### src/rtl/miriscv_opcodes_pkg.sv
`default_nettype none
// ============================================================================
// Module      : miriscv_opcodes_pkg
// Description : Shared opcode constants for the miriscv decode path.
//               Holds the base-ISA major opcodes (instr[6:2]), the RVC
//               {funct3, op} keys and the immediate format code.
// Revision    : 1.1 - add imm_fmt_e and RVC immediate keys
// ============================================================================
package miriscv_opcodes_pkg;

  // Base ISA major opcodes, instr[6:2] (instr[1:0] == 2'b11)
  localparam logic [4:0] S_OPCODE_LOAD   = 5'b00000;
  localparam logic [4:0] S_OPCODE_MISCMEM = 5'b00011;
  localparam logic [4:0] S_OPCODE_OPIMM  = 5'b00100;
  localparam logic [4:0] S_OPCODE_AUIPC  = 5'b00101;
  localparam logic [4:0] S_OPCODE_STORE  = 5'b01000;
  localparam logic [4:0] S_OPCODE_OP     = 5'b01100;
  localparam logic [4:0] S_OPCODE_LUI    = 5'b01101;
  localparam logic [4:0] S_OPCODE_BRANCH = 5'b11000;
  localparam logic [4:0] S_OPCODE_JALR   = 5'b11001;
  localparam logic [4:0] S_OPCODE_JAL    = 5'b11011;
  localparam logic [4:0] S_OPCODE_SYSTEM = 5'b11100;

  // RVC keys: {funct3 = instr[15:13], op = instr[1:0]}
  localparam logic [4:0] S_RVC_ADDI4SPN = 5'b000_00;
  localparam logic [4:0] S_RVC_LW       = 5'b010_00;
  localparam logic [4:0] S_RVC_SW       = 5'b110_00;
  localparam logic [4:0] S_RVC_ADDI     = 5'b000_01;
  localparam logic [4:0] S_RVC_LI       = 5'b010_01;
  localparam logic [4:0] S_RVC_LUI      = 5'b011_01;
  localparam logic [4:0] S_RVC_J        = 5'b101_01;
  localparam logic [4:0] S_RVC_BEQZ     = 5'b110_01;
  localparam logic [4:0] S_RVC_BNEZ     = 5'b111_01;

  typedef enum logic [2:0] {
    IMM_FMT_NONE   = 3'd0,
    IMM_FMT_I      = 3'd1,
    IMM_FMT_S      = 3'd2,
    IMM_FMT_B      = 3'd3,
    IMM_FMT_U      = 3'd4,
    IMM_FMT_J      = 3'd5,
    IMM_FMT_C_SEXT = 3'd6,
    IMM_FMT_C_ZEXT = 3'd7
  } imm_fmt_e;

endpackage
`default_nettype wire

### src/rtl/miriscv_imm_decode.sv
`default_nettype none
// ============================================================================
// Module      : miriscv_imm_decode
// Description : Combinational immediate extraction for base (I/S/B/U/J) and
//               a subset of RVC formats. The immediate is assembled to 32
//               bits and then sign-extended from bit 31 to XLEN.
// Ports       : i_instr [31:0]   instruction (compressed in [15:0])
//               o_imm   [XLEN-1:0] extended immediate
//               o_fmt   imm_fmt_e  format code
// Revision    : 1.0 - initial release
// ============================================================================
module miriscv_imm_decode
  import miriscv_opcodes_pkg::*;
#(
  parameter int XLEN   = 32,
  parameter bit RVC_EN = 1'b1
) (
  input  logic [31:0]     i_instr,
  output logic [XLEN-1:0] o_imm,
  output imm_fmt_e        o_fmt
);

  logic [31:0] w_imm32;
  logic [4:0]  w_rvc_key;

  assign w_rvc_key = {i_instr[15:13], i_instr[1:0]};

  always_comb begin
    w_imm32 = '0;
    o_fmt   = IMM_FMT_NONE;
    if (i_instr[1:0] == 2'b11) begin
      case (i_instr[6:2])
        S_OPCODE_OPIMM, S_OPCODE_LOAD, S_OPCODE_JALR: begin
          w_imm32 = {{20{i_instr[31]}}, i_instr[31:20]};
          o_fmt   = IMM_FMT_I;
        end
        S_OPCODE_STORE: begin
          w_imm32 = {{20{i_instr[31]}}, i_instr[31:25], i_instr[11:7]};
          o_fmt   = IMM_FMT_S;
        end
        S_OPCODE_BRANCH: begin
          w_imm32 = {{19{i_instr[31]}}, i_instr[31], i_instr[7],
                     i_instr[30:25], i_instr[11:8], 1'b0};
          o_fmt   = IMM_FMT_B;
        end
        S_OPCODE_LUI, S_OPCODE_AUIPC: begin
          w_imm32 = {i_instr[31:12], 12'b0};
          o_fmt   = IMM_FMT_U;
        end
        S_OPCODE_JAL: begin
          w_imm32 = {{11{i_instr[31]}}, i_instr[31], i_instr[19:12],
                     i_instr[20], i_instr[30:21], 1'b0};
          o_fmt   = IMM_FMT_J;
        end
        default: ;
      endcase
    end else if (RVC_EN) begin
      case (w_rvc_key)
        S_RVC_ADDI4SPN: begin
          // nzuimm[5:4|9:6|2|3] in instr[12:5]
          w_imm32 = {22'b0, i_instr[10:7], i_instr[12:11], i_instr[5],
                     i_instr[6], 2'b00};
          o_fmt   = IMM_FMT_C_ZEXT;
        end
        S_RVC_LW, S_RVC_SW: begin
          // uimm[5:3] in [12:10], uimm[2] in [6], uimm[6] in [5]
          w_imm32 = {25'b0, i_instr[5], i_instr[12:10], i_instr[6], 2'b00};
          o_fmt   = IMM_FMT_C_ZEXT;
        end
        S_RVC_ADDI, S_RVC_LI: begin
          w_imm32 = {{26{i_instr[12]}}, i_instr[12], i_instr[6:2]};
          o_fmt   = IMM_FMT_C_SEXT;
        end
        S_RVC_LUI: begin
          w_imm32 = {{14{i_instr[12]}}, i_instr[12], i_instr[6:2], 12'b0};
          o_fmt   = IMM_FMT_C_SEXT;
        end
        S_RVC_J: begin
          // offset[11|4|9:8|10|6|7|3:1|5] in instr[12:2]
          w_imm32 = {{20{i_instr[12]}}, i_instr[12], i_instr[8],
                     i_instr[10:9], i_instr[6], i_instr[7], i_instr[2],
                     i_instr[11], i_instr[5:3], 1'b0};
          o_fmt   = IMM_FMT_C_SEXT;
        end
        S_RVC_BEQZ, S_RVC_BNEZ: begin
          // offset[8|4:3] in [12:10], offset[7:6|2:1|5] in [6:2]
          w_imm32 = {{23{i_instr[12]}}, i_instr[12], i_instr[6:5],
                     i_instr[2], i_instr[11:10], i_instr[4:3], 1'b0};
          o_fmt   = IMM_FMT_C_SEXT;
        end
        default: ;
      endcase
    end
  end

  assign o_imm = XLEN'($signed(w_imm32));

endmodule
`default_nettype wire

### src/rtl/miriscv_imm_stage.sv
`default_nettype none
// ============================================================================
// Module      : miriscv_imm_stage
// Description : Registered, handshaked immediate-generation stage with a
//               2-entry skid buffer (out + skd) and synchronous flush.
// Ports       : clk_i, rst_i (sync, active-high), flush_i
//               instr_i/instr_valid_i/instr_ready_o  upstream handshake
//               imm_o/imm_fmt_o/instr_o/valid_o/ready_i downstream
// Revision    : 1.0 - initial release
// ============================================================================
module miriscv_imm_stage
  import miriscv_opcodes_pkg::*;
#(
  parameter int XLEN   = 32,
  parameter bit RVC_EN = 1'b1
) (
  input  logic            clk_i,
  input  logic            rst_i,
  input  logic            flush_i,
  input  logic [31:0]     instr_i,
  input  logic            instr_valid_i,
  output logic            instr_ready_o,
  output logic [XLEN-1:0] imm_o,
  output logic [2:0]      imm_fmt_o,
  output logic [31:0]     instr_o,
  output logic            valid_o,
  input  logic            ready_i
);

  logic [XLEN-1:0] w_dec_imm;
  imm_fmt_e        w_dec_fmt;

  logic            r_out_valid;
  logic [XLEN-1:0] r_out_imm;
  imm_fmt_e        r_out_fmt;
  logic [31:0]     r_out_instr;

  logic            r_skd_valid;
  logic [XLEN-1:0] r_skd_imm;
  imm_fmt_e        r_skd_fmt;
  logic [31:0]     r_skd_instr;

  logic w_accept;
  logic w_out_free;
  logic w_out_from_skd;
  logic w_out_load_new;
  logic w_skd_load;

  miriscv_imm_decode #(
    .XLEN   (XLEN),
    .RVC_EN (RVC_EN)
  ) u_decode (
    .i_instr (instr_i),
    .o_imm   (w_dec_imm),
    .o_fmt   (w_dec_fmt)
  );

  // Ready depends only on skd occupancy, so there is no path from ready_i.
  assign instr_ready_o  = !r_skd_valid;
  assign w_accept       = instr_valid_i && instr_ready_o;
  assign w_out_free     = !r_out_valid || ready_i;
  // A held skd entry always has priority over new input to keep order;
  // w_accept is already low whenever skd is occupied.
  assign w_out_from_skd = w_out_free && r_skd_valid;
  assign w_out_load_new = w_out_free && w_accept;
  assign w_skd_load     = !w_out_free && w_accept;

  always_ff @(posedge clk_i) begin
    if (rst_i) begin
      r_out_valid <= 1'b0;
      r_skd_valid <= 1'b0;
    end else if (flush_i) begin
      r_out_valid <= 1'b0;
      r_skd_valid <= 1'b0;
    end else begin
      if (w_out_free) begin
        r_out_valid <= r_skd_valid || w_accept;
      end
      if (w_out_from_skd) begin
        r_skd_valid <= 1'b0;
      end else if (w_skd_load) begin
        r_skd_valid <= 1'b1;
      end
    end
  end

  // Payload is not reset; outputs are masked by valid below.
  always_ff @(posedge clk_i) begin
    if (w_out_from_skd) begin
      r_out_imm   <= r_skd_imm;
      r_out_fmt   <= r_skd_fmt;
      r_out_instr <= r_skd_instr;
    end else if (w_out_load_new) begin
      r_out_imm   <= w_dec_imm;
      r_out_fmt   <= w_dec_fmt;
      r_out_instr <= instr_i;
    end
    if (w_skd_load) begin
      r_skd_imm   <= w_dec_imm;
      r_skd_fmt   <= w_dec_fmt;
      r_skd_instr <= instr_i;
    end
  end

  assign valid_o   = r_out_valid;
  assign imm_o     = r_out_valid ? r_out_imm   : '0;
  assign imm_fmt_o = r_out_valid ? r_out_fmt   : IMM_FMT_NONE;
  assign instr_o   = r_out_valid ? r_out_instr : '0;

endmodule
`default_nettype wire

### config.mk
export PLATFORM = sky130hd
export DESIGN_NAME = miriscv_imm_stage
export DESIGN_NICKNAME = d
export VERILOG_FILES = /design/src/rtl/miriscv_opcodes_pkg.sv /design/src/rtl/miriscv_imm_decode.sv /design/src/rtl/miriscv_imm_stage.sv
export SDC_FILE = /design/constraint.sdc
export NUM_CORES = 1
export LEC_CHECK = 0
export BUFFER_PORTS_ARGS = -buffer_cell sky130_fd_sc_hd__buf_4
export CAP_MARGIN = 20
export CORE_MARGIN = 10
export CORE_UTILIZATION = 40
export CTS_CLUSTER_SIZE = 12
export DETAILED_ROUTE_END_ITERATION = 16
export PLACE_DENSITY = 0.67
export SYNTH_ARGS = -nofsm -noshare
export SYNTH_HDL_FRONTEND = slang
export SYNTH_SLANG_ARGS = --single-unit
### constraint.sdc
create_clock -name clk_i -period 12.89 [get_ports clk_i]
set_input_delay 1.289 -clock clk_i [delete_from_list [all_inputs] [get_ports clk_i]]
set_output_delay 1.289 -clock clk_i [all_outputs]
set_load 0.05 [all_outputs]
=== Yosys cells after proc, flatten, opt, wreduce, memory -nomap -nowiden ===
Index checks and enable logic that the tools add are counted.

* Flip-flop bits (word level): 136
* Input bits: 37
* Logic and storage cells: 60

* Eq/ne operators: 16
* Muxes and demuxes: 15
* Reductions and logical operators: 21

{| class="wikitable"
|+ Operators with widths
! cell !! count
|-
| $mux W32 || 7
|-
| $pmux W32 S6 || 1
|-
| $pmux W32 S5 || 1
|-
| $eq A5 B5 Y1 const B || 7
|-
| $eq A5 B4 Y1 const B || 5
|-
| $pmux W3 S5 || 1
|-
| $mux W3 || 4
|-
| $eq A5 B3 Y1 const B || 2
|-
| $logic_not A5 Y1 || 2
|-
| $reduce_or A2 Y1 || 5
|-
| $reduce_or A3 Y1 || 3
|-
| $pmux W3 S2 || 1
|-
| $reduce_or A6 Y1 || 1
|-
| $eq A5 B1 Y1 const B || 1
|-
| $logic_and A1 B1 Y1 || 4
|-
| $logic_not A1 Y1 || 3
|-
| $eq A2 B2 Y1 const B || 1
|-
| $logic_or A1 B1 Y1 || 2
|-
| $reduce_bool A2 Y1 || 1
|}

=== Longest topological paths before layout ===
* Depth after elaboration: 6
* Depth in mapped cells: 6
* Depth with buffers taken out: 4

=== By module ===
A second synthesis with hierarchy kept.

* Cell total of the unflattened synthesis: 465
* Area total of the unflattened synthesis: 6595.1 µm²

{| class="wikitable"
|+ Modules (own cells, without submodules)
! module !! times used !! cells each !! area an instance (µm²)
|-
| miriscv_imm_stage || 1 || 292 || 5531.6
|-
| miriscv_imm_decode || 1 || 173 || 1063.5
|}

=== Worst setup path after synthesis ===
No wires, ideal clock.

* Kind: input-to-reg
* Start: input ready_i
* End: register r_skd_fmt[0] (enable)
* Setup time: 0.588 ns
* Data arrival time: 6.452 ns
* Data required time: 12.302 ns
* Slack: 5.849 ns
* Stages on the path: 2
* Path buffers: 0
* Cells stage by stage: nand2b_1 > nor3b_1

* Cells in the longest elaborated chain, start to end: 3

{| class="wikitable"
|+ RTL lines
! item !! RTL line !! text
|-
| start: declaration || miriscv_imm_stage.sv:27 || <nowiki>input logic ready_i</nowiki>
|-
| $logic_or A1 B1 Y1 || miriscv_imm_stage.sv:61 || <nowiki>assign w_out_free = !r_out_valid || ready_i;</nowiki>
|-
| $logic_not A1 Y1 || miriscv_imm_stage.sv:66 || <nowiki>assign w_skd_load = !w_out_free && w_accept;</nowiki>
|-
| $logic_and A1 B1 Y1 || miriscv_imm_stage.sv:66 ||
|-
| via w_skd_load || miriscv_imm_stage.sv:47 || <nowiki>logic w_skd_load;</nowiki>
|-
| end signal: assignment || miriscv_imm_stage.sv:100 || <nowiki>r_skd_fmt <= w_dec_fmt;</nowiki>
|-
| end: declaration || miriscv_imm_stage.sv:40 || <nowiki>imm_fmt_e r_skd_fmt;</nowiki>
|}

The timed path passes the listed nets, and every way through them passes these cells.
A chain may end at the register's enable or synchronous reset.

=== Final worst setup path ===
* Start: register r_out_valid (netlist: valid_o)
* End: output imm_fmt_o[1]

* Cells in the longest elaborated chain, start to end: 1

{| class="wikitable"
|+ RTL lines
! item !! RTL line !! text
|-
| start: declaration || miriscv_imm_stage.sv:33 || <nowiki>logic r_out_valid;</nowiki>
|-
| start signal: assignment || miriscv_imm_stage.sv:77 || <nowiki>r_out_valid <= r_skd_valid || w_accept;</nowiki>
|-
| $mux W3 || miriscv_imm_stage.sv:107 || <nowiki>assign imm_fmt_o = r_out_valid ? r_out_fmt : IMM_FMT_NONE;</nowiki>
|-
| end: declaration || miriscv_imm_stage.sv:24 || <nowiki>output logic [2:0] imm_fmt_o,</nowiki>
|}

Every way passes these cells.

==> flow_metrics.py <==
metrics = {
    "status": {
        "status": "finished, final reports clean",
    },
    "cells_and_area": {
        "layout-drive-gt1-share": 0.2282,
        "area_delta_synth_final_pct": 22.16,
        "fin_util": 0.4983,
        "antennaDiodeCount": 0,
        "fin_area_mm2": 0.008264,
        "nets": 736,
    },
    "synthesis": {
        "synth_top_area_share": 0.5948,
        "synth-main-ff-cell": "edfxtp_1",
        "synth.distinct_cells": 58,
        "synth.cell_area_mm2": 0.006765,
        "seq_area_frac_synth": 0.6007,
        "ys_seq_elements": 136,
        "synthCells": 615,
        "synth_nets": 652,
        "yosysMostFrequentCell": "nand2_1",
        "yosys.area.top_type": "edfxtp_1",
        "synth_warnings": 0,
        "netlist_top_cells_area": "edfxtp_1, nand2_1, and2_1",
        "async_flop_share": 0,
        "synth_edf_count": 134,
        "synth_top_cells_by_count": "nand2_1, edfxtp_1, and2_1",
        "avgSynthCellArea_um2": 11.00,
    },
    "critical_path": {
        "slowest_delay_ns": 0.95,
        "start_kind": "register",
        "endpoint_kind": "primary output",
        "crit_fanout": 69,
        "cp_data_required_time_ns": 11.60,
        "worstSetupPathType": "reg -> out",
        "cp.arrival_ns": 1.85,
        "rrSetupSlack_ns": 9.84,
        "slowest_stage": "dfxtp_2",
        "r2r_start": "valid_o$_SDFFE_PP0N_",
        "cp_cell_sequence": "and2_1 > buf_4",
        "regToRegEndpoint": "r_out_imm[23]$_DFFE_PP_",
        "reg2reg_depth": 5,
    },
    "drt": {
        "wl_met3_um": 1024,
        "drc": 0,
        "wl_per_cell_um": 19.12,
        "vias": 4949,
        "wl_met1_um": 7952,
        "wl_um": 17780,
        "ant_nets": 0,
        "dr.pass1.iters": 7,
        "routed-wl-met2_um": 8551,
        "top_layer": "met4",
        "viasPerCell": 5.322,
        "drt_iter0_markers": 362,
    },
    "cts": {
        "hold_buffers": 0,
        "post_cts_buffers": 0,
        "cts_htree_levels": 4,
        "worstSkewPairLatency_ns": 0.43,
        "cts_root_buf": "clkbuf_16",
        "cts.clk_slew.worst_paths_ns": 0.06,
        "numClockSinks": 136,
        "cts_tree": "done",
        "ctsResizeCount": 0,
        "clockBufferDepth": 2,
        "cts_buffers": 17,
    },
    "placement": {
        "gp_congestion": 0.8346,
        "place_ws_ns": 9.453,
        "portBuffers": 105,
        "hpwl_um": 12020,
        "place_area_mm2": 0.007665,
    },
    "hold_path": {
        "hold_class": "reg -> reg",
        "holdPathStages": 2,
        "min_from": "r_skd_instr[8]$_DFFE_PP_",
        "hold_path_end": "r_out_instr[8]$_DFFE_PP_",
    },
    "flow_run": {
        "maxCapViolations": 0,
    },
    "timing": {
        "tightest_slew_ns": 0.9676,
        "fin_skew_ns": 0.009285,
        "setup_ws_ns": 9.754,
        "setup_viol": 0,
        "rsz0062_at_grt": "no",
        "slew-limit-headroom": 0.3550,
        "drv_slew": 0,
        "finalCritPeriodShare": 0.2433,
        "fmax_mhz": 318.9,
        "hold_viol": 0,
        "period_needed_ns": 3.136,
        "tns_ns": 0,
    },
    "global_routing": {
        "grt_max_degree": 77,
        "gr-usage-all-layers": 0.1582,
        "overflow": 0,
        "grt_antenna_before_repair": 0,
        "grt_pass1_wl_um": 27790,
        "grt_pass1_vias": 4951,
    },
    "die": {
        "start_util": 0.4080,
        "rows": 47,
        "io-pin-count": 106,
        "die-area_mm2": 0.02252,
        "core-area_mm2": 0.01658,
        "die_x_um": 150.1,
        "die_h_um": 150.1,
    },
    "pwr": {
        "p_leak_nw": 3.311,
        "p_per_area_mw_per_mm2": 135.0,
        "vdd_ir_drop_max_uv": 76.74,
    },
}
[through the flow]
stage | hold WS, ns | std cells | power (mW)
after floorplan | 0.4836 | 615 | 0.5913
after detailed placement | 0.4929 | 899 | 0.6310
after global placement | 0.4892 | 899 | 0.6294
after CTS | 0.5073 | 929 | 1.123
final | 0.5054 | 930 | 1.115
after global routing | 0.5252 | 930 | 1.153
[flip-flops by register name, summed over array words and instances (netlist names)]
| signal | count |
|---|---|
| r_out_fmt | 3 |
| r_out_imm | 32 |
| r_out_instr | 32 |
| r_skd_fmt | 3 |
| r_skd_imm | 32 |
| r_skd_instr | 32 |
| r_skd_valid | 1 |
| valid_o | 1 |
[cell usage in the layout, fill, tap and decap left out, drive strengths merged, types with 2 or more instances in the layout]
master	synthesis	routed
o31ai	2	2
buf	26	111
mux2	2	2
a21o	3	3
nor4	2	2
inv	6	6
or2	12	12
a32o	2	2
a211o	2	2
dfxtp	2	2
nor3b	3	3
nand3	9	9
or3	2	2
and3b	2	2
o211ai	16	16
nand4b	2	2
nand2b	6	6
and2	77	77
o21ai	6	6
mux2i	3	3
clkbuf	20	18
a31o	3	3
nand3b	4	4
nor2b	6	6
nor3	4	4
o22a	11	11
clkinv	0	7
edfxtp	134	134
bufinv	0	4
nand2	138	138
and4b	2	2
a31oi	21	21
a21oi	22	22
a21boi	4	4
nor4b	2	2
nor2	31	31
a211oi	14	14
[critical path, delay by kind of cell, from the launching register on]
family                 cells  cell delay, ns
flip-flops                 1            0.95
buffers and inverters      1            0.21
AND/OR/NAND/NOR            1            0.26
[cell type report]
| class | count | area, µm² |
|---|---|---|
| Multi-Input combinational cell | 427 | 2476 |
| Sequential cell | 136 | 4065 |
| Timing Repair Buffer | 111 | 837.1 |
| Clock inverter | 12 | 158.9 |
| Tap cell | 220 | 275.3 |
| Clock buffer | 18 | 429.2 |
| Fill cell | 1557 | 8319 |
| Inverter | 6 | 22.52 |
[power breakdown]
group / leakage (nW) / switching [mW] / internal, mW
sequential: 1.32 / 0.00606 / 0.506
combinational: 1.70 / 0.0748 / 0.0351
clock: 0.288 / 0.176 / 0.317
[worst max path at each step]
stage,cells past startpoint,slack [ns],end,start
floorplan,2,5.85,r_skd_fmt[0]$_DFFE_PP_,ready_i
global placement,6,9.53,r_out_imm[26]$_DFFE_PP_,ready_i
detailed placement,6,9.45,r_out_imm[22]$_DFFE_PP_,ready_i
CTS,2,9.67,imm_o[11],valid_o$_SDFFE_PP0N_
global route,5,9.44,r_out_imm[23]$_DFFE_PP_,valid_o$_SDFFE_PP0N_
finish,2,9.75,imm_fmt_o[1],valid_o$_SDFFE_PP0N_
[layer usage]
layer | track usage | up-vias
met1 | 0.2013 | 2388
met3 | 0.04620 | 22
met5 | 0 | -
li1 | - | 2379
met4 | 0.04956 | 0
met2 | 0.2542 | 160
[cell families after synthesis]
family / after synthesis / share of synthesized area
flip-flops: 136 / 0.6007
XOR/XNOR: 1 / 0.001295
AND/OR/NAND/NOR: 306 / 0.2275
multiplexers: 5 / 0.008322
AO/OA/AOI/OAI: 115 / 0.1276
buffers and inverters: 52 / 0.03458
No activity file was read; power rests on OpenSTA's default activity.
